**src/rtl/data_bank_arb_pkg.sv**
```systemverilog
// Shared types and defaults for the data bank arbiter and its read response slot.
package data_bank_arb_pkg;

    typedef enum logic [1:0] {
        EMPTY = 2'd0,
        PEND  = 2'd1,
        HOLD  = 2'd2
    } rsp_state_t;

    localparam int MAX_WAIT_DEFAULT = 4;
    localparam int STARVE_CNT_WIDTH = 4;

endpackage

```
**src/rtl/data_bank_rsp_slot.sv**
```systemverilog
// Single-entry read response slot: presents RAM data the cycle after a read grant
// and parks it in a hold register while the consumer stalls.
module data_bank_rsp_slot
    import data_bank_arb_pkg::*;
#(
    parameter int DATA_WIDTH = 128
) (
    input  logic                  clk,
    input  logic                  rst,
    input  logic                  rd_gnt,
    input  logic                  rd_rready,
    input  logic [DATA_WIDTH-1:0] ram_rdata,
    output logic                  rd_eligible,
    output logic                  rd_rvalid,
    output logic [DATA_WIDTH-1:0] rd_rdata
);

    rsp_state_t            state;
    logic [DATA_WIDTH-1:0] hold_data;

    // A new read may only launch when the slot will be free by the next edge.
    assign rd_eligible = (state == EMPTY) || rd_rready;

    always_ff @(posedge clk or posedge rst) begin
        if (rst) begin
            state     <= EMPTY;
            hold_data <= '0;
            rd_rvalid <= 1'b0;
        end else begin
            case (state)
                EMPTY: begin
                    if (rd_gnt) begin
                        state     <= PEND;
                        rd_rvalid <= 1'b1;
                    end
                end
                PEND: begin
                    if (rd_rready) begin
                        state     <= rd_gnt ? PEND : EMPTY;
                        rd_rvalid <= rd_gnt;
                    end else begin
                        // RAM output is only valid for one cycle, so capture it now.
                        hold_data <= ram_rdata;
                        state     <= HOLD;
                    end
                end
                HOLD: begin
                    if (rd_rready) begin
                        state     <= rd_gnt ? PEND : EMPTY;
                        rd_rvalid <= rd_gnt;
                    end
                end
                default: begin
                    state     <= EMPTY;
                    rd_rvalid <= 1'b0;
                end
            endcase
        end
    end

    always_comb begin
        rd_rdata = '0;
        case (state)
            PEND:    rd_rdata = ram_rdata;
            HOLD:    rd_rdata = hold_data;
            default: rd_rdata = '0;
        endcase
    end

endmodule

```
**src/rtl/data_bank_arbiter.sv**
```systemverilog
// Arbitrates a refill write port and a lookup read port onto one single-port RAM,
// favouring writes but forcing a read through after MAX_WAIT denials.
module data_bank_arbiter
    import data_bank_arb_pkg::*;
#(
    parameter int DATA_WIDTH = 128,
    parameter int ADDR_WIDTH = 6,
    parameter int MAX_WAIT   = MAX_WAIT_DEFAULT
) (
    input  logic                    clk,
    input  logic                    rst,
    input  logic                    wr_req,
    output logic                    wr_gnt,
    input  logic [ADDR_WIDTH-1:0]   wr_addr,
    input  logic [DATA_WIDTH-1:0]   wr_wdata,
    input  logic [DATA_WIDTH/8-1:0] wr_be,
    input  logic                    rd_req,
    output logic                    rd_gnt,
    input  logic [ADDR_WIDTH-1:0]   rd_addr,
    output logic                    rd_rvalid,
    input  logic                    rd_rready,
    output logic [DATA_WIDTH-1:0]   rd_rdata,
    output logic                    ram_req,
    output logic                    ram_write,
    output logic [ADDR_WIDTH-1:0]   ram_addr,
    output logic [DATA_WIDTH-1:0]   ram_wdata,
    output logic [DATA_WIDTH/8-1:0] ram_be,
    input  logic [DATA_WIDTH-1:0]   ram_rdata
);

    localparam logic [STARVE_CNT_WIDTH-1:0] WAIT_LIMIT = STARVE_CNT_WIDTH'(MAX_WAIT);

    logic [STARVE_CNT_WIDTH-1:0] starve_cnt;
    logic                        rd_eligible;
    logic                        rd_waiting;
    logic                        rd_wins;

    assign rd_waiting = rd_req && rd_eligible;
    assign rd_wins    = rd_waiting && (!wr_req || (starve_cnt == WAIT_LIMIT));

    // Grants are gated by reset so nothing reaches the RAM while it is asserted.
    assign rd_gnt = rd_wins && !rst;
    assign wr_gnt = wr_req && !rd_wins && !rst;

    assign ram_req   = wr_gnt || rd_gnt;
    assign ram_write = wr_gnt;
    assign ram_addr  = rd_gnt ? rd_addr : wr_addr;
    assign ram_wdata = wr_gnt ? wr_wdata : '0;
    assign ram_be    = wr_gnt ? wr_be : '0;

    // Counts only denials the read could actually have taken.
    always_ff @(posedge clk or posedge rst) begin
        if (rst) begin
            starve_cnt <= '0;
        end else if (rd_gnt) begin
            starve_cnt <= '0;
        end else if (rd_waiting && (starve_cnt != WAIT_LIMIT)) begin
            starve_cnt <= starve_cnt + 1'b1;
        end
    end

    data_bank_rsp_slot #(
        .DATA_WIDTH (DATA_WIDTH)
    ) u_rsp_slot (
        .clk         (clk),
        .rst         (rst),
        .rd_gnt      (rd_gnt),
        .rd_rready   (rd_rready),
        .ram_rdata   (ram_rdata),
        .rd_eligible (rd_eligible),
        .rd_rvalid   (rd_rvalid),
        .rd_rdata    (rd_rdata)
    );

endmodule

```
**config.mk**
```make
export PLATFORM = sky130hd
export DESIGN_NAME = data_bank_arbiter
export DESIGN_NICKNAME = d
export VERILOG_FILES = /design/src/rtl/data_bank_arb_pkg.sv /design/src/rtl/data_bank_rsp_slot.sv /design/src/rtl/data_bank_arbiter.sv
export SDC_FILE = /design/constraint.sdc
export NUM_CORES = 1
export LEC_CHECK = 0
export ABC_AREA = 0
export CAP_MARGIN = 10
export CORE_AREA = 2 2 225 227
export DETAILED_ROUTE_END_ITERATION = 10
export DIE_AREA = 0 0 227 229
export PLACE_DENSITY = 0.57
export RECOVER_POWER = 100
export REMOVE_ABC_BUFFERS = 1
export SYNTH_ARGS = -nofsm -noshare
export SYNTH_HDL_FRONTEND = slang
export SYNTH_SLANG_ARGS = --single-unit
```
**constraint.sdc**
```tcl
create_clock -name clk -period 4.5 [get_ports clk]
set_input_delay 0.45 -clock clk [delete_from_list [all_inputs] [get_ports clk]]
set_output_delay 0.45 -clock clk [all_outputs]
set_load 0.05 [all_outputs]
```
==> flow_summary.ini <==
[place]
io_buffer_count = 571
place.detailed.hpwl_mm = 33.0
gp_congestion = 0.978
preCtsSetupSlack_ns = 0.721
numPlacedInstances = 1985

[route]
post_drt_wl_per_cell_um = 20.8
vias = 8291
detail_route.drc_violations = 0
drt_pre_antenna_iters = 5
drt-total-wl_mm = 42.1
drt.antenna.violating_nets = 0
viasPerCell = 4.10
dr.first_iter.drc_count = 333

[run_status]
failed_checks = max-capacitance violations, max-slew violations
status = finished with violations

[global_routing]
busiest_layer = met2
global_route_wire_length_before_repair_mm = 58.2
largest_net_degree_at_the_start_of_global_routing = 103
grt_remaining_overflow = 0
globalRouteMet1Util_pct = 16.6
antenna_found_initial = 8
global_route.usage.total_pct = 15.7
via_count_of_the_first_global_routing_pass = 8300
grt.met2_usage_pct = 28.0
grt.met3_usage_pct = 5.36

[layout]
stdcell_count = 2023
fin_nets = 1627
register_area_mm2 = 0.00338
post_route_cells_drive_above_1_share_pct = 13.4
number_of_fill_cells = 5181
multi_input_comb_area_mm2 = 0.00449
area_growth_syn_to_fin_pct = 86.4

[critical_path]
critical_path.endpoint = rd_rdata[18]
cp-startpoint = u_rsp_slot.state[0]
worstSetupEndpointType = output port
critPathMaxStageDelay_ns = 0.92
reg2reg_to = u_rsp_slot.hold_data[86]
crit_chain = inv_1, ha_2, buf_4, a22oi_1, nor2b_1, dlygate4sd3_1
critical-path-slowest-cell = sky130_fd_sc_hd__ha_2
worst_ep_required_time_ns = 4.05
timing_worst_setup_path_type = reg -> out
timing.rr.start = u_rsp_slot.state[1]
critPathArrivalTime_ns = 3.57
timing.reg2reg.setup_slack_ns = 0.58
worst_setup_path_start_kind = register
worst-path-max-fanout = 39
r2r.worst_path.cells = 6

[sta]
setup_viol = 0
maxSlewHeadroom_pct = -54.9
setup_repair_after_global_routing_missed_its_margin = false
worst_pin_slew_ns = 2.32
report.final.slew_viol_count = 148
fin_ws_ns = 0.484
period_needed_ns = 4.02
final_min_period_over_clock_period_pct = 89.2
final-hold-violation-count = 0
fin_worst_skew_ns = 0.0159
fmaxAchievable_ghz = 0.249

[floorplan]
initial_utilization_pct = 16.5
die_x_um = 227
row_count = 82
die-height_um = 229
die-area_mm2 = 0.0520
design.portCount = 572
design.core.area_mm2 = 0.0497

[power_and_ir_drop]
leakagePower_nw = 6.34
powerDensity_mw_per_mm2 = 525
vdd_drop_max_v = 0.000357

[logic_synthesis]
ys_ff_latch = 135
syn-mean-instance-area_um2 = 10.2
synthesis.area_mm2 = 0.00819
yosysTopAreaCellShare_pct = 41.3
ys_top_cells_by_area = sky130_fd_sc_hd__dfrtp_1 41%, sky130_fd_sc_hd__mux2_2 18%, sky130_fd_sc_hd__a22oi_1 12%, sky130_fd_sc_hd__and2_1 11%, sky130_fd_sc_hd__nor2b_1 10%
yosys_warnings = 0
seq_area_frac_synth_pct = 41.3
synth.distinct_cells = 29
post-synth-top-area-cell = sky130_fd_sc_hd__dfrtp_1
syn-instance-count = 802

[clock_tree]
cts.reportedPaths.clkPinSlew_ns = 0.06
worstSkewPairLatency_ns = 0.47
cts_max_level = 4
post-cts-setup-buffer-count = 0
cts_buffers = 17
cts_hold_buf = 0
tritoncts = built
clock_path_buffers = 2
clkSinkCount = 135
ctsResizeCount = 0
clock_tree.root_cell = sky130_fd_sc_hd__clkbuf_16

[job]
drv_cap = 3

[min_path]
hold_class = in -> async
==> synth_stat cells (all sizes together) <==
library cell	number
nand3b	2
ha	6
a211o	2
a21oi	3
xnor2	1
buf	26
o211a	1
nand2b	3
clkbuf	50
mux2i	2
mux2	128
or3b	1
a22oi	128
nand3	3
nor2b	131
and2	144
dfrtp	135
nand2	20
nor2	3
or2	1
o2111ai	1
o21ai	4
inv	6
xor2	1
==> power breakdown <==
part           switching, mW  internal, mW  total (mW)
logic                   2.51          1.86        4.38
clock network          0.615         0.876        1.49
registers              0.318          1.83        2.15
==> cells in the final DEF, fill, tap and decap left out, drive strengths merged <==
cell and instances:
nand3b 2, inv 8, or3b 1, xor2 1
nand2 20, diode 6, o2111ai 1, mux2 128
clkinv 6, or2 1, clkbuf 23, nand3 3
clkinvlp 3, a211o 2, nand2b 3, nor2 3
dfrtp 135, bufinv 3, xnor2 1, a21oi 3
mux2i 2, a22oi 128, and2 144, ha 6
dlygate4sd3 280, buf 12, clkdlybuf4s50 290, o21ai 4
nor2b 131, o211a 1
==> cell families after synthesis <==
logic type / count (synthesis) / synth area share (%)
flip-flops: 135 / 41.3
AND/OR/NAND/NOR: 308 / 22.8
AO/OA/AOI/OAI: 139 / 12.7
multiplexers: 130 / 17.8
buffers and inverters: 82 / 4.23
adder cells (fa/ha/maj): 6 / 0.917
XOR/XNOR: 2 / 0.214
==> final cells by class <==
class	count	share of cell area (%)
antenna	6	0.0984
clock buffer	18	2.81
inverter	6	0.156
tap	672	5.51
sequential	135	22.1
clock inverter	14	1.15
multi-input combinational	585	29.4
timing repair buffer	587	38.8
==> flip-flops by register name, summed over array words and instances, names as in the netlist <==
signal	flops
starve_cnt	4
u_rsp_slot.hold_data	128
u_rsp_slot.rd_rvalid	1
u_rsp_slot.state	2
==> per-layer routing <==
layer,vias to the layer above,share of wire (%)
met2,345,52
li1,3834,-
met4,0,2.9
met5,-,0
met1,4063,36
met3,49,9.0
==> critical path: cells and delay by family, from the launching register on <==
kind	cells	cell delay (ns)
compound gates	1	0.14
fa+ha+maj	1	0.92
buf+inv	3	1.48
flops	1	0.42
simple gates	1	0.14
==> per-stage QoR <==
step	hold slack (ns)	utilization, %	total power [mW]	instance area [um^2]	TNS (ns)
6_report	0.465	30.7	8.02	15300	0
4_1_cts	0.235	30.8	8.30	15300	0
5_1_grt	0.445	30.7	8.50	15300	0
2_1_floorplan	0.482	-	5.16	7870	-932.01
3_3_place_gp	0.490	29.6	6.67	14700	0
3_5_place_dp	0.496	29.6	6.74	14700	0
==> worst min path at each step <==
stage	cells after the start	end	slack [ns]
6_report	2	u_rsp_slot.state[1]	0.46
5_1_grt	2	starve_cnt[2]	0.45
4_1_cts	2	starve_cnt[1]	0.24
3_5_place_dp	1	u_rsp_slot.hold_data[21]	0.50
3_3_place_gp	1	u_rsp_slot.hold_data[25]	0.49
2_1_floorplan	1	u_rsp_slot.hold_data[15]	0.48
No activity file was read; power rests on OpenSTA's default activity.
